==> src/rtl/uart_time_reporter_if.sv <==
// Handshake bundle between the time source, the reporter and the uart_tx serialiser.
// The reporter uses the slave modport; whoever drives requests and time uses master.
interface uart_time_reporter_if;
    logic       req;
    logic [4:0] hour;
    logic [5:0] min;
    logic [5:0] sec;
    logic [6:0] msec;
    logic       tx_busy;
    logic       tx_start;
    logic [7:0] tx_data;
    logic       busy;
    logic       done;

    modport master (
        output req, hour, min, sec, msec, tx_busy,
        input  tx_start, tx_data, busy, done
    );

    modport slave (
        input  req, hour, min, sec, msec, tx_busy,
        output tx_start, tx_data, busy, done
    );
endinterface

==> src/rtl/uart_time_reporter.sv <==
// Captures the current time on request and streams it to uart_tx as "HH:MM:SS.CC".
// Define UART_REPORT_CRLF_EN to append CR LF, which makes the frame 13 bytes.
module uart_time_reporter #(
    parameter logic [7:0] SEP_CHAR      = 8'h3A,
    parameter logic [7:0] DOT_CHAR      = 8'h2E,
    parameter int         BUSY_WAIT_MAX = 16
) (
    input  logic                       clk,
    input  logic                       rst,
    uart_time_reporter_if.slave        bus
);

`ifdef UART_REPORT_CRLF_EN
    localparam logic [3:0] LAST_IDX = 4'd12;
`else
    localparam logic [3:0] LAST_IDX = 4'd10;
`endif

    localparam logic [7:0] WAIT_LAST = 8'(BUSY_WAIT_MAX - 1);

    localparam logic [2:0] S_IDLE      = 3'd0;
    localparam logic [2:0] S_ISSUE     = 3'd1;
    localparam logic [2:0] S_WAIT_ACK  = 3'd2;
    localparam logic [2:0] S_WAIT_DONE = 3'd3;
    localparam logic [2:0] S_FINISH    = 3'd4;

    logic [2:0] state_q,    state_d;
    logic [3:0] idx_q,      idx_d;
    logic [7:0] wait_cnt_q, wait_cnt_d;
    logic [4:0] hour_q,     hour_d;
    logic [5:0] min_q,      min_d;
    logic [5:0] sec_q,      sec_d;
    logic [6:0] msec_q,     msec_d;
    logic       tx_start_q, tx_start_d;
    logic [7:0] tx_data_q,  tx_data_d;
    logic       busy_q,     busy_d;
    logic       done_q,     done_d;

    logic [6:0] cs_clamped;
    logic [7:0] frame_byte;

    function automatic logic [7:0] tens_ascii(input logic [6:0] v);
        return 8'h30 + {1'b0, v / 7'd10};
    endfunction

    function automatic logic [7:0] units_ascii(input logic [6:0] v);
        return 8'h30 + {1'b0, v % 7'd10};
    endfunction

    assign cs_clamped = (msec_q > 7'd99) ? 7'd99 : msec_q;

    always_comb begin
        frame_byte = 8'h00;
        case (idx_q)
            4'd0:    frame_byte = tens_ascii({2'b00, hour_q});
            4'd1:    frame_byte = units_ascii({2'b00, hour_q});
            4'd2:    frame_byte = SEP_CHAR;
            4'd3:    frame_byte = tens_ascii({1'b0, min_q});
            4'd4:    frame_byte = units_ascii({1'b0, min_q});
            4'd5:    frame_byte = SEP_CHAR;
            4'd6:    frame_byte = tens_ascii({1'b0, sec_q});
            4'd7:    frame_byte = units_ascii({1'b0, sec_q});
            4'd8:    frame_byte = DOT_CHAR;
            4'd9:    frame_byte = tens_ascii(cs_clamped);
            4'd10:   frame_byte = units_ascii(cs_clamped);
`ifdef UART_REPORT_CRLF_EN
            4'd11:   frame_byte = 8'h0D;
            4'd12:   frame_byte = 8'h0A;
`endif
            default: frame_byte = 8'h00;
        endcase
    end

    always_comb begin
        state_d    = state_q;
        idx_d      = idx_q;
        wait_cnt_d = wait_cnt_q;
        hour_d     = hour_q;
        min_d      = min_q;
        sec_d      = sec_q;
        msec_d     = msec_q;
        tx_start_d = 1'b0;
        tx_data_d  = tx_data_q;
        busy_d     = busy_q;
        done_d     = 1'b0;
        case (state_q)
            S_IDLE: begin
                if (bus.req) begin
                    hour_d     = bus.hour;
                    min_d      = bus.min;
                    sec_d      = bus.sec;
                    msec_d     = bus.msec;
                    busy_d     = 1'b1;
                    idx_d      = 4'd0;
                    wait_cnt_d = 8'd0;
                    state_d    = S_ISSUE;
                end
            end
            S_ISSUE: begin
                tx_start_d = 1'b1;
                tx_data_d  = frame_byte;
                wait_cnt_d = 8'd0;
                state_d    = S_WAIT_ACK;
            end
            S_WAIT_ACK: begin
                // A serialiser that never raises busy must not hang the frame.
                if (bus.tx_busy || wait_cnt_q == WAIT_LAST) begin
                    wait_cnt_d = 8'd0;
                    state_d    = S_WAIT_DONE;
                end else begin
                    wait_cnt_d = wait_cnt_q + 8'd1;
                end
            end
            S_WAIT_DONE: begin
                if (!bus.tx_busy) begin
                    if (idx_q == LAST_IDX) begin
                        state_d = S_FINISH;
                    end else begin
                        idx_d   = idx_q + 4'd1;
                        state_d = S_ISSUE;
                    end
                end
            end
            S_FINISH: begin
                done_d  = 1'b1;
                busy_d  = 1'b0;
                idx_d   = 4'd0;
                state_d = S_IDLE;
            end
            default: state_d = S_IDLE;
        endcase
    end

    always_ff @(posedge clk or posedge rst) begin
        if (rst) begin
            state_q    <= S_IDLE;
            idx_q      <= 4'd0;
            wait_cnt_q <= 8'd0;
            hour_q     <= 5'd0;
            min_q      <= 6'd0;
            sec_q      <= 6'd0;
            msec_q     <= 7'd0;
            tx_start_q <= 1'b0;
            tx_data_q  <= 8'h00;
            busy_q     <= 1'b0;
            done_q     <= 1'b0;
        end else begin
            state_q    <= state_d;
            idx_q      <= idx_d;
            wait_cnt_q <= wait_cnt_d;
            hour_q     <= hour_d;
            min_q      <= min_d;
            sec_q      <= sec_d;
            msec_q     <= msec_d;
            tx_start_q <= tx_start_d;
            tx_data_q  <= tx_data_d;
            busy_q     <= busy_d;
            done_q     <= done_d;
        end
    end

    assign bus.tx_start = tx_start_q;
    assign bus.tx_data  = tx_data_q;
    assign bus.busy     = busy_q;
    assign bus.done     = done_q;

endmodule

==> src/flat_wrapper.sv <==
// flat-port wrapper written by rule: the top's interface ports become plain ports
module uart_time_reporter_flat 
#(
    parameter logic [7:0] SEP_CHAR      = 8'h3A,
    parameter logic [7:0] DOT_CHAR      = 8'h2E,
    parameter int         BUSY_WAIT_MAX = 16
)
  (clk, rst, bus_req, bus_hour, bus_min, bus_sec, bus_msec, bus_tx_busy, bus_tx_start, bus_tx_data, bus_busy, bus_done);
  uart_time_reporter_if bus_i ();
  input  logic clk;
  input  logic rst;
  input wire logic [$bits(bus_i.req)-1:0] bus_req;
  input wire logic [$bits(bus_i.hour)-1:0] bus_hour;
  input wire logic [$bits(bus_i.min)-1:0] bus_min;
  input wire logic [$bits(bus_i.sec)-1:0] bus_sec;
  input wire logic [$bits(bus_i.msec)-1:0] bus_msec;
  input wire logic [$bits(bus_i.tx_busy)-1:0] bus_tx_busy;
  output wire logic [$bits(bus_i.tx_start)-1:0] bus_tx_start;
  output wire logic [$bits(bus_i.tx_data)-1:0] bus_tx_data;
  output wire logic [$bits(bus_i.busy)-1:0] bus_busy;
  output wire logic [$bits(bus_i.done)-1:0] bus_done;
  assign bus_i.req = bus_req;
  assign bus_i.hour = bus_hour;
  assign bus_i.min = bus_min;
  assign bus_i.sec = bus_sec;
  assign bus_i.msec = bus_msec;
  assign bus_i.tx_busy = bus_tx_busy;
  assign bus_tx_start = bus_i.tx_start;
  assign bus_tx_data = bus_i.tx_data;
  assign bus_busy = bus_i.busy;
  assign bus_done = bus_i.done;
  uart_time_reporter #(.SEP_CHAR(SEP_CHAR), .DOT_CHAR(DOT_CHAR), .BUSY_WAIT_MAX(BUSY_WAIT_MAX)) u_core (.clk(clk), .rst(rst), .bus(bus_i));
endmodule
==> config.mk <==
export PLATFORM = sky130hd
export DESIGN_NAME = uart_time_reporter_flat
export DESIGN_NICKNAME = d
export VERILOG_FILES = /design/src/rtl/uart_time_reporter_if.sv /design/src/rtl/uart_time_reporter.sv /design/src/flat_wrapper.sv
export SDC_FILE = /design/constraint.sdc
export NUM_CORES = 1
export LEC_CHECK = 0
export BUFFER_PORTS_ARGS = -buffer_cell sky130_fd_sc_hd__buf_2
export CORE_ASPECT_RATIO = 0.75
export CORE_MARGIN = 1.5
export CORE_UTILIZATION = 30
export DETAILED_ROUTE_END_ITERATION = 12
export PLACE_DENSITY = 0.43
export SLEW_MARGIN = 20
export SYNTH_ARGS = -nofsm -noshare
export SYNTH_HDL_FRONTEND = slang
export SYNTH_SLANG_ARGS = --single-unit
==> constraint.sdc <==
create_clock -name clk -period 10.3 [get_ports clk]
set_input_delay 1.03 -clock clk [delete_from_list [all_inputs] [get_ports clk]]
set_output_delay 1.03 -clock clk [all_outputs]
set_load 0.05 [all_outputs]
* Word-level counts from Yosys, hierarchy flattened *
Cells that the tools add are included.

operators by class
  add/subtract/negate cells = 10
  div/mod/pow operators = 8
  shifts and indexed selects = 0
  $mul = 0
  eq/ne operators = 19
  multiplexer cells = 18
  bitwise logic cells = 0
  $lt $le $gt $ge = 1
  reductions and logical operators = 12

operators by type and width
  cell                                                              count
  8-bit case mux with 10 select lines                               1
  6-bit by 7-bit adder with 8-bit output (first input constant)     8
  8-bit case mux with 3 select lines                                1
  4-bit by 3-bit == test with 1-bit output (second input constant)  4
  8-bit 2-to-1 mux                                                  2
  6-bit by 4-bit divider with 7-bit output (second input constant)  2
  6-bit by 4-bit modulo with 7-bit output (second input constant)   2
  4-bit == test (second input constant)                             3
  3-bit 2-to-1 mux                                                  4
  4-bit 2-to-1 mux                                                  3
  3-bit case mux with 4 select lines                                1
  4-bit case mux with 3 select lines                                1
  8-bit by 1-bit adder with 8-bit output (second input constant)    1
  4-bit by 2-bit == test with 1-bit output (second input constant)  2
  8-bit by 4-bit == test with 1-bit output (second input constant)  1
  5-bit by 4-bit divider with 7-bit output (second input constant)  1
  7-bit by 4-bit divider with 7-bit output (second input constant)  1
  7-bit greater-than comparator (second input constant)             1
  5-bit by 4-bit modulo with 7-bit output (second input constant)   1
  7-bit by 4-bit modulo with 7-bit output (second input constant)   1
  7-bit 2-to-1 mux                                                  1
  3-bit by 2-bit == test with 1-bit output (second input constant)  2
  2-bit != test (second input constant)                             3
  2-bit AND reduction                                               3
  15 further kinds                                                  18

word-level totals
  bits in writable memories = 0
  bits in registers = 50
  word-level logic and storage cells = 79
  output and inout port bits = 11
  latch bits = 0
  memories = 0
  ROM bits = 0
  input bits = 28

* Depth between registers and ports, before layout *
Gate-level depths: netlist of run 1.

  depth in word-level cells = 5
  gate-level depth with buffers = 25

* Least setup slack after synthesis of run 1 *
OpenSTA, ideal clock, no wires.

  path type = flip-flop to flip-flop
  start = register u_core.msec_q[6]
  end = register u_core.tx_data_q[6] (netlist: u_core.bus.tx_data[6])
  path slack = 5,518 ps
  data arrival time = 4,713 ps
  cell stages (with the launch flop) = 24
  path buffers = 2
  library setup time = 69 ps
  path through = dfrtp_1 buf_6 buf_6 nand2_1 and2_1 ha_1 o21a_1 o22a_2 inv_2 ha_1 and4bb_1 a41o_1 a21o_2 nor2_4 nand2_1 nand2_1 o21ai_0 ha_1 maj3_1 a221oi_1 a211oi_1 or3_4 or4_1 nand3_1

between the ends
  cells in the longest elaborated chain, start to end = 5
  elaborated cells on any way between the ends = 7
  classes of those cells = 2 x add/sub; 2 x div; 1 x order compare; 2 x mux

RTL lines
  item                                                                                                 line                                                text
  start: declaration                                                                                   uart_time_reporter.sv:33                            logic [6:0] msec_q, msec_d;
  start signal: assignment                                                                             uart_time_reporter.sv:154                           msec_q <= msec_d;
  7-bit greater-than comparator                                                                        uart_time_reporter.sv:50                            assign cs_clamped = (msec_q > 7'd99) ? 7'd99 : msec_q;
  7-bit 2-to-1 mux (*)                                                                                 uart_time_reporter.sv:50
  7-bit by 4-bit modulo with 7-bit output or 7-bit by 4-bit divider with 7-bit output (tied branches)  uart_time_reporter.sv:47, uart_time_reporter.sv:43
  6-bit by 7-bit adder with 8-bit output (on tied branches)                                            uart_time_reporter.sv:47, uart_time_reporter.sv:43
  8-bit case mux with 10 select lines (*)                                                              uart_time_reporter.sv:54                            case (idx_q)
  end signal: assignment                                                                               uart_time_reporter.sv:156                           tx_data_q <= tx_data_d;
  end: declaration                                                                                     uart_time_reporter.sv:35                            logic [7:0] tx_data_q, tx_data_d;

Mark *: on every way between the ends. The rest lies on a longest branch, timed or not.
A chain may end at the register's enable or synchronous reset.

* Final worst setup path of run 1 *
Same ends and word-level chain as after synthesis.

==> metrics.cfg, run 1 <==
[global_routing]
grt_first_pass_wirelength_um = 21510
grt-ovfl-total = 0
grt_pass1_vias = 4011
antenna_found_initial = 0
grt.total_usage = 0.1633
grt_max_degree = 51

[drt]
wl_per_cell_um = 16.52
antenna_left = 0
first_iter_violations = 454
vias = 4422
vias_per_cell = 5.548
drcViolationCount = 0
wl_um = 13170
dr.pass1.iters = 5

[clock_tree]
htree_num_levels = 2
worstSkewPairLatency_ns = 0.31
cts_tree = done
post-cts-setup-buffers = 0
cts_root_buf = clkbuf_16
cts_max_path_buffers = 2
numCtsBuffers = 5
clk_pin_slew_ns = 0.08
ctsHoldBuffers = 0
cts_sinks = 50
cts_resized = 0

[layout]
layout-drive-gt1-share = 0.1486
instances_no_fill = 797
fin_area_um2 = 5074
ff_latch_area_um2 = 1251
multi_input_area_um2 = 3113
area_growth_pct = 9.773
fin_nets = 637
fill_cells = 1644
antennaDiodeCount = 0

[logic_synthesis]
yosysMostFrequentCell = o21ai_0
synth_largest_area_cell = dfrtp_1
synth_top_cell_area_share = 0.2707
synth_area_leaders = dfrtp_1, o21ai_0, ha_1
synth-edff-count = 0
yosysWarnings = 0
synth_seq_cells = 50
syn-instance-count = 580
synth_ff_type = dfrtp_1
syn_area_per_cell_um2 = 7.969
async_flop_share = 1.000
yosys-top-cells-count = o21ai_0, nand2_1, dfrtp_1
ys_types = 87
ys_seq_area_frac = 0.2707
netlist_area_um2 = 4622
syn_nets = 626

[sta]
finalHoldViolCount = 0
period_minus_slack_ns = 5.654
tns_ns = 0
rsz0062_at_grt = no
setup_viol = 0
fmax_ghz = 0.1769
clock_skew_ns = 0.01078
period_share = 0.5489
slew_headroom = 0.5304
worstMarginPinSlew_ns = 0.7043
slew_viol_final = 0

[setup_path]
end_kind = register
arrival_ns = 5.90
crit_type = reg2reg
startpoint_type = register
critical-path-top-delay-family = simple AND/OR/NAND/NOR gates
cp_max_fo = 18
crit_top_cell = ha_1
crit_buf_inv = 1
crit_chain = nand2_1 > and2_1 > ha_1 > o21a_1 > o22a_2 > inv_2 > ha_1 > and4bb_1 > a41o_1 > a21o_2 > nor2_4 > o21ai_0 > o21ai_0 > ha_1 > nand2b_1 > o32a_1 > a31oi_1 > and3_1 > or3_4 > or4_1 > nand3_1
cp.required_ns = 10.54
crit_path_max_incr_delay_ns = 0.68
cp_slowest_cell = dfrtp_1

[placed_design]
port_buffers = 38
hpwl_um = 9588
place_inst = 789
placedInstanceArea_um2 = 4920
gp_congestion = 0.9377

[floorplan]
core_area_um2 = 15130
dieHeight_um = 110.5
rows = 39
die_w_um = 146.3
dieArea_um2 = 16170
initial_core_util = 0.3055
ios = 39

[run_status]
outcome = complete, no violations

[hold_path]
holdCritPathClass = reg2reg

[run]
drv_cap = 0

## final cells by class
type | count | area share
flip-flops and latches | 50 | 0.2466
repair buffers | 41 | 0.04192
clock buffers | 5 | 0.02466
well taps | 205 | 0.05055
clock inverters | 3 | 0.005672
inverters | 23 | 0.01702
multi-input cells | 470 | 0.6136
## metrics by stage
| stage | hold slack [ns] | utilization | setup slack, ns |
|---|---|---|---|
| 2_1_floorplan | 0.4725 | - | 5.518 |
| 3_3_place_gp | 0.4586 | 0.3252 | 4.891 |
| 3_5_place_dp | 0.4652 | 0.3252 | 4.766 |
| 4_1_cts | 0.4859 | 0.3354 | 4.746 |
| 5_1_grt | 0.5040 | 0.3354 | 4.255 |
| 6_report | 0.4811 | 0.3354 | 4.646 |
## logic make-up (layout without fill, tap and decap cells)
family          count (synthesis)  in the layout  synth area share
compound gates                202            202            0.2994
xor+xnor                        9              9           0.01706
fa+ha+maj                      20             20           0.05306
buf+inv                        60             72           0.05712
flops                          50             50            0.2707
mux                            27             27           0.06362
simple gates                  212            212            0.2390
## worst register-to-register path, stage by stage (launching register included)
cell and delay, ns:
dfrtp_1 0.68, nand2_1 0.21, and2_1 0.21, ha_1 0.34, o21a_1 0.23, o22a_2 0.26, inv_2 0.08, ha_1 0.27
and4bb_1 0.22, a41o_1 0.21, a21o_2 0.22, nor2_4 0.19, o21ai_0 0.10, o21ai_0 0.37, ha_1 0.34, nand2b_1 0.13
o32a_1 0.18, a31oi_1 0.13, and3_1 0.24, or3_4 0.35, or4_1 0.54, nand3_1 0.10
## final timing paths
check / from / to / slack [ns] / cells after the start
max in group asynchronous: rst / u_core.sec_q[5] / 8.92 / 3
setup / recovery: u_core.msec_q[6] / u_core.bus.tx_data[6] / 4.65 / 21
hold / removal: u_core.bus.busy / u_core.bus.busy / 0.48 / 1
min in group asynchronous: rst / u_core.bus.done / 0.91 / 3
setup reg to reg: u_core.msec_q[6] / u_core.bus.tx_data[6] / 4.65 / 21
hold reg to reg: u_core.bus.busy / u_core.bus.busy / 0.48 / 1
## flip-flops by register name (all words and copies together), names as in the netlist
| register | count |
|---|---|
| u_core.min_q | 6 |
| u_core.bus.tx_start | 1 |
| u_core.wait_cnt_q | 8 |
| u_core.hour_q | 5 |
| u_core.msec_q | 7 |
| u_core.sec_q | 6 |
| u_core.idx_q | 4 |
| u_core.state_q | 3 |
| u_core.bus.busy | 1 |
| u_core.bus.done | 1 |
| u_core.bus.tx_data | 8 |
## layout by cell type, fill, tap and decap left out, types with 7 or more instances in the layout
master,count
ha_1,18
a21oi_1,36
and2_1,9
a211oi_1,7
inv_1,21
nor2b_1,13
a21o_1,9
buf_2,38
mux2i_1,11
nand2_1,57
dfrtp_1,50
xnor2_1,7
nand3_1,15
mux2_2,15
nor3_1,17
a221oi_1,7
a31oi_1,11
nor2_1,45
nand2b_1,16
o21ai_0,58
## metal layers
layer  GRT usage  wire length (µm)  vias to the layer above
met4     0.03569               163                        0
met1      0.2567              7103                     2105
met5           0                 0                        -
li1            -                 -                     2180
met3     0.02686               555                       14
met2      0.2291              5344                      123
Power of run 1 is left out: the tool's default activity adds up to more than one toggle a clock period on the data nets, which glitch-free logic cannot reach.
==> run 2: changes to the inputs <==
PLACE_DENSITY = 0.44   (was 0.43)
clock period = 5.2 ns   (was 10.3 ns; I/O delays follow)
==> metrics.cfg, run 2 (synthesis results as in run 1) <==
[run_status]
outcome = complete, no violations

[drt]
top_layer = met4
vias = 4375  ; -1.1%
wl_um = 12970  ; -1.5%
dr.pass1.iters = 4  ; -1
antenna_left = 0  ; unchanged
vias_per_cell = 5.455  ; -1.7%
dr_wl_met3_um = 511  ; -7.9%
drcViolationCount = 0  ; unchanged
met1Wirelength_um = 7003  ; -1.4%
wl_per_cell_um = 16.17  ; -2.1%
first_iter_violations = 377  ; -17%
wl_met2_um = 5346  ; about the same

[clock_tree]
cts_max_path_buffers = 2  ; unchanged
cts_sinks = 50  ; unchanged
htree_num_levels = 2  ; unchanged
cts_tree = done
post-cts-setup-buffers = 0  ; unchanged
worstSkewPairLatency_ns = 0.30  ; about the same
clk_pin_slew_ns = 0.08  ; about the same
numCtsBuffers = 5  ; unchanged
cts_root_buf = clkbuf_16

[sta]
fmax_ghz = 0.2058  ; +16%
setup_viol = 0  ; unchanged
tns_ns = 0  ; unchanged
holdWs_ns = 0.4143  ; -0.06676 ns
rsz0062_at_grt = no
clock_skew_ns = 0.006568  ; -0.004214 ns
slew_viol_final = 0  ; unchanged
worstMarginPinSlew_ns = 0.7376  ; +0.03330 ns
period_minus_slack_ns = 4.859  ; -0.7950 ns
finalHoldViolCount = 0  ; unchanged
slew_headroom = 0.5082  ; -0.02220
period_share = 0.9344  ; +0.3855

[setup_path]
cp_max_fo = 14  ; -4
cp_slowest_cell = or4_1
ff2ff_path_depth = 22  ; +4.8%
crit_buf_inv = 4  ; +3
end_kind = register
crit_type = reg2reg
critical_path_depth = 22  ; +4.8%
cp.required_ns = 5.44  ; -5.10 ns
startpoint_type = register
critical-path-top-delay-family = simple AND/OR/NAND/NOR gates
crit_path_max_incr_delay_ns = 0.53  ; -0.15 ns
crit_chain = buf_4 > inv_1 > ha_1 > buf_4 > nand2_1 > o22a_2 > inv_2 > ha_1 > and4bb_1 > a41o_1 > a21o_2 > nor2_4 > nand2_1 > nand2_1 > o21ai_2 > ha_1 > maj3_1 > a221oi_2 > a211oi_1 > or3_4 > or4_1 > nand3_1
arrival_ns = 5.10  ; -0.80 ns

[global_routing]
grt_first_pass_wirelength_um = 21120  ; -1.8%
grt-ovfl-total = 0  ; unchanged
grt_max_degree = 51  ; unchanged
antenna_found_initial = 0  ; unchanged
grt_pass1_vias = 3952  ; -1.5%
grt.total_usage = 0.1601  ; -0.003198

[layout]
layout-drive-gt1-share = 0.1608  ; +0.01216
antennaDiodeCount = 0  ; unchanged
area_growth_pct = 10.86
fin_nets = 642  ; +0.78%
ff_latch_area_um2 = 1251  ; unchanged
multi_input_area_um2 = 3126  ; +0.40%
fill_cells = 1620  ; -1.5%
most-common-layout-cells = nand2_1, o21ai_0, dfrtp_1

[placed_design]
hpwl_um = 9611  ; +0.24%
port_buffers = 38  ; unchanged
gp_congestion = 0.8907  ; -5.0%

[floorplan]
core_area_um2 = 15130  ; unchanged
ios = 39  ; unchanged
dieHeight_um = 110.5  ; unchanged
initial_core_util = 0.3055  ; unchanged
dieArea_um2 = 16170  ; unchanged
rows = 39  ; unchanged
die_w_um = 146.3  ; unchanged

[run]
drv_cap = 0  ; unchanged

[hold_path]
holdCritPathClass = in2async

==> run 2: changes by cell type in the layout (fill, tap and decap cells not counted), sizes merged <==
cell	before	now
buf	41	46
==> run 2: per-layer routing <==
| metal | up-vias | GRT usage |
|---|---|---|
| li1 | 2183 | - |
| met4 | 0 | 0.02828 |
| met1 | 2086 | 0.2476 |
| met3 | 9 | 0.02603 |
| met2 | 97 | 0.2325 |
| met5 | - | 0 |
==> run 2: through the flow <==
step | cells | worst slack, ns | area [µm²] | util
2_1_floorplan | 580 | 0.4182 | 4622 | -
3_3_place_gp | 794 | 0.3504 | 4957 | 0.3277
3_5_place_dp | 794 | 0.2310 | 4957 | 0.3277
4_1_cts | 802 | 0.1980 | 5111 | 0.3379
5_1_grt | 802 | 0.05570 | 5124 | 0.3387
6_report | 802 | 0.3410 | 5124 | 0.3387
==> run 2: worst reg2reg max path, delay by kind of cell (launching register included) <==
family                     cells  cell delay [ns]
and+or+nand+nor                8             1.76
AOI/OAI and AO/OA              6             1.11
adders and majority gates      4             1.00
buffers and inverters          4             0.54
DFF                            1             0.39
==> run 2: what timing repair did <==
item	in CTS	in global routing
endpoints found under the setup margin	0	4
hold buffers	0	0
gates resized for setup	0	4
==> run 2: worst paths after layout <==
check / start / end / slack, ns
min: rst / u_core.bus.done / 0.41
min in group clk: bus_sec[4] / u_core.sec_q[4] / 0.42
max: u_core.msec_q[5] / u_core.bus.tx_data[6] / 0.34
min reg2reg: u_core.bus.busy / u_core.bus.busy / 0.49
max reg2reg: u_core.msec_q[5] / u_core.bus.tx_data[6] / 0.34
max in group asynchronous: rst / u_core.bus.tx_data[1] / 4.30
==> run 2: cell type report <==
type / instances / area share
clock inverters: 3 / 0.005617
clock buffers: 5 / 0.02442
flip-flops and latches: 50 / 0.2442
repair buffers: 46 / 0.04884
multi-input cells: 470 / 0.6100
inverters: 23 / 0.01685
well taps: 205 / 0.05006
Power of run 2 is left out for the same reason.
==> run 3: changes to the inputs <==
CORE_ASPECT_RATIO = 1.25   (was 0.75)
CORE_MARGIN = 3   (was 1.5)
PLACE_DENSITY = 0.43   (was 0.44)
clock period = 5.3 ns   (was 5.2 ns; I/O delays follow)
==> metrics.cfg, run 3 (synthesis results as in run 1) <==
[run_status]
outcome = complete, no violations

[clock_tree]
cts_sinks = 50  ; unchanged
worstSkewPairLatency_ns = 0.30  ; about the same
cts_max_path_buffers = 2  ; unchanged
numCtsBuffers = 5  ; unchanged
clk_pin_slew_ns = 0.08  ; about the same
cts_tree = done
ctsHoldBuffers = 0  ; unchanged
htree_num_levels = 2  ; unchanged
cts_root_buf = clkbuf_16

[floorplan]
rows = 50  ; +28%
ios = 39  ; unchanged
initial_core_util = 0.3078  ; +0.002292
die_w_um = 117.0  ; -20%
core_area_um2 = 15010  ; -0.74%
dieArea_um2 = 16940  ; +4.8%
dieHeight_um = 144.8  ; +31%

[setup_path]
crit_type = reg2reg
end_kind = register
cp_max_fo = 14  ; unchanged
crit_path_start = u_core.msec_q[5]
reg2reg_from = u_core.msec_q[5]
cp.required_ns = 5.54  ; +0.10 ns
arrival_ns = 5.19  ; +0.09 ns
startpoint_type = register

[placed_design]
hpwl_um = 9875  ; +2.7%
port_buffers = 38  ; unchanged
gp_congestion = 0.8490  ; -4.7%

[global_routing]
grt.total_usage = 0.1618  ; +0.001699
grt-ovfl-total = 0  ; unchanged
grt_pass1_vias = 4147  ; +4.9%
grt_first_pass_wirelength_um = 21960  ; +4.0%
antenna_found_initial = 0  ; unchanged
grt_max_degree = 51  ; unchanged

[layout]
fin_nets = 641  ; -0.16%
most-common-layout-cells = nand2_1, o21ai_0, dfrtp_1
area_growth_pct = 9.962
fill_cells = 1624  ; +0.25%
layout-drive-gt1-share = 0.1577  ; -0.003086
multi_input_area_um2 = 3119  ; -0.20%
utilization = 0.3385  ; about the same
ff_latch_area_um2 = 1252  ; about the same
antennaDiodeCount = 0  ; unchanged

[hold_path]
holdCritPathClass = in2async

[sta]
slew_headroom = 0.4078  ; -0.1005
tns_ns = 0  ; unchanged
clock_skew_ns = 0.004416  ; -0.002152 ns
finalHoldViolCount = 0  ; unchanged
setup_viol = 0  ; unchanged
worstMarginPinSlew_ns = 0.8860  ; +0.1484 ns
period_share = 0.9322  ; -0.002231
rsz0062_at_grt = no
period_minus_slack_ns = 4.941  ; +0.08162 ns
slew_viol_final = 0  ; unchanged
fmax_ghz = 0.2024  ; -1.7%

[drt]
first_iter_violations = 304  ; -19%
dr.pass1.iters = 5  ; +1
antenna_left = 0  ; unchanged
drcViolationCount = 0  ; unchanged
vias_per_cell = 5.553  ; +1.8%
wl_um = 13170  ; +1.6%
vias = 4320  ; -1.3%
wl_per_cell_um = 16.93  ; +4.7%

[run]
drv_cap = 0  ; unchanged

[run 3: critical path: stages (launching register included)]
cell,delay [ns]
dfrtp_1,0.36
buf_4,0.19
inv_1,0.09
ha_1,0.30
o21a_1,0.20
o22a_2,0.26
inv_2,0.07
ha_1,0.27
and4bb_1,0.22
a41o_1,0.22
a21o_2,0.22
nor2_4,0.20
nand2_1,0.10
nand2_1,0.07
o21ai_1,0.10
ha_1,0.21
maj3_1,0.36
a221oi_2,0.26
a211oi_1,0.13
or3_4,0.42
or4_1,0.52
nand3_1,0.09
[run 3: repair_timing]
item,in CTS,in global routing
setup endpoints to repair,0,2
gates resized for setup,0,3
setup buffers,0,0
[run 3: final cells by class]
cell class | instances | area share
clock buffers | 5 | 0.02462
clock inverters | 3 | 0.005662
flip-flops and latches | 50 | 0.2464
multi-input cells | 470 | 0.6137
well taps | 182 | 0.04481
repair buffers | 45 | 0.04776
inverters | 23 | 0.01699
[run 3: worst paths after layout]
kind                       cells past startpoint               endpoint  slack [ns]
hold / removal                                 3        u_core.bus.busy        0.40
setup reg to reg                              21  u_core.bus.tx_data[6]        0.36
hold reg to reg                                1        u_core.bus.busy        0.47
setup / recovery                              21  u_core.bus.tx_data[6]        0.36
min in group clk                               3        u_core.min_q[2]        0.42
max in group asynchronous                      3       u_core.msec_q[4]        4.41
[run 3: metal layers]
| metal | GRT usage | up-vias | wire, µm | part of all wire |
|---|---|---|---|---|
| met5 | 0 | - | 0 | 0 |
| met4 | 0.02778 | 0 | 119 | 0.0090 |
| met3 | 0.02704 | 9 | 415 | 0.032 |
| met2 | 0.2844 | 71 | 6573 | 0.50 |
| met1 | 0.2103 | 2060 | 6063 | 0.46 |
| li1 | - | 2180 | - | - |
[run 3: stage by stage]
step | cell area (µm²) | cells | setup WS, ns | hold slack [ns]
after floorplan | 4622 | 580 | 0.5182 | 0.4725
after global placement | 4921 | 770 | 0.3531 | 0.4571
after detailed placement | 4921 | 770 | 0.2837 | 0.4599
after CTS | 5075 | 778 | 0.2457 | 0.4080
after global routing | 5082 | 778 | 0.02739 | 0.4350
final | 5082 | 778 | 0.3594 | 0.4024
Power of run 3 is left out for the same reason.
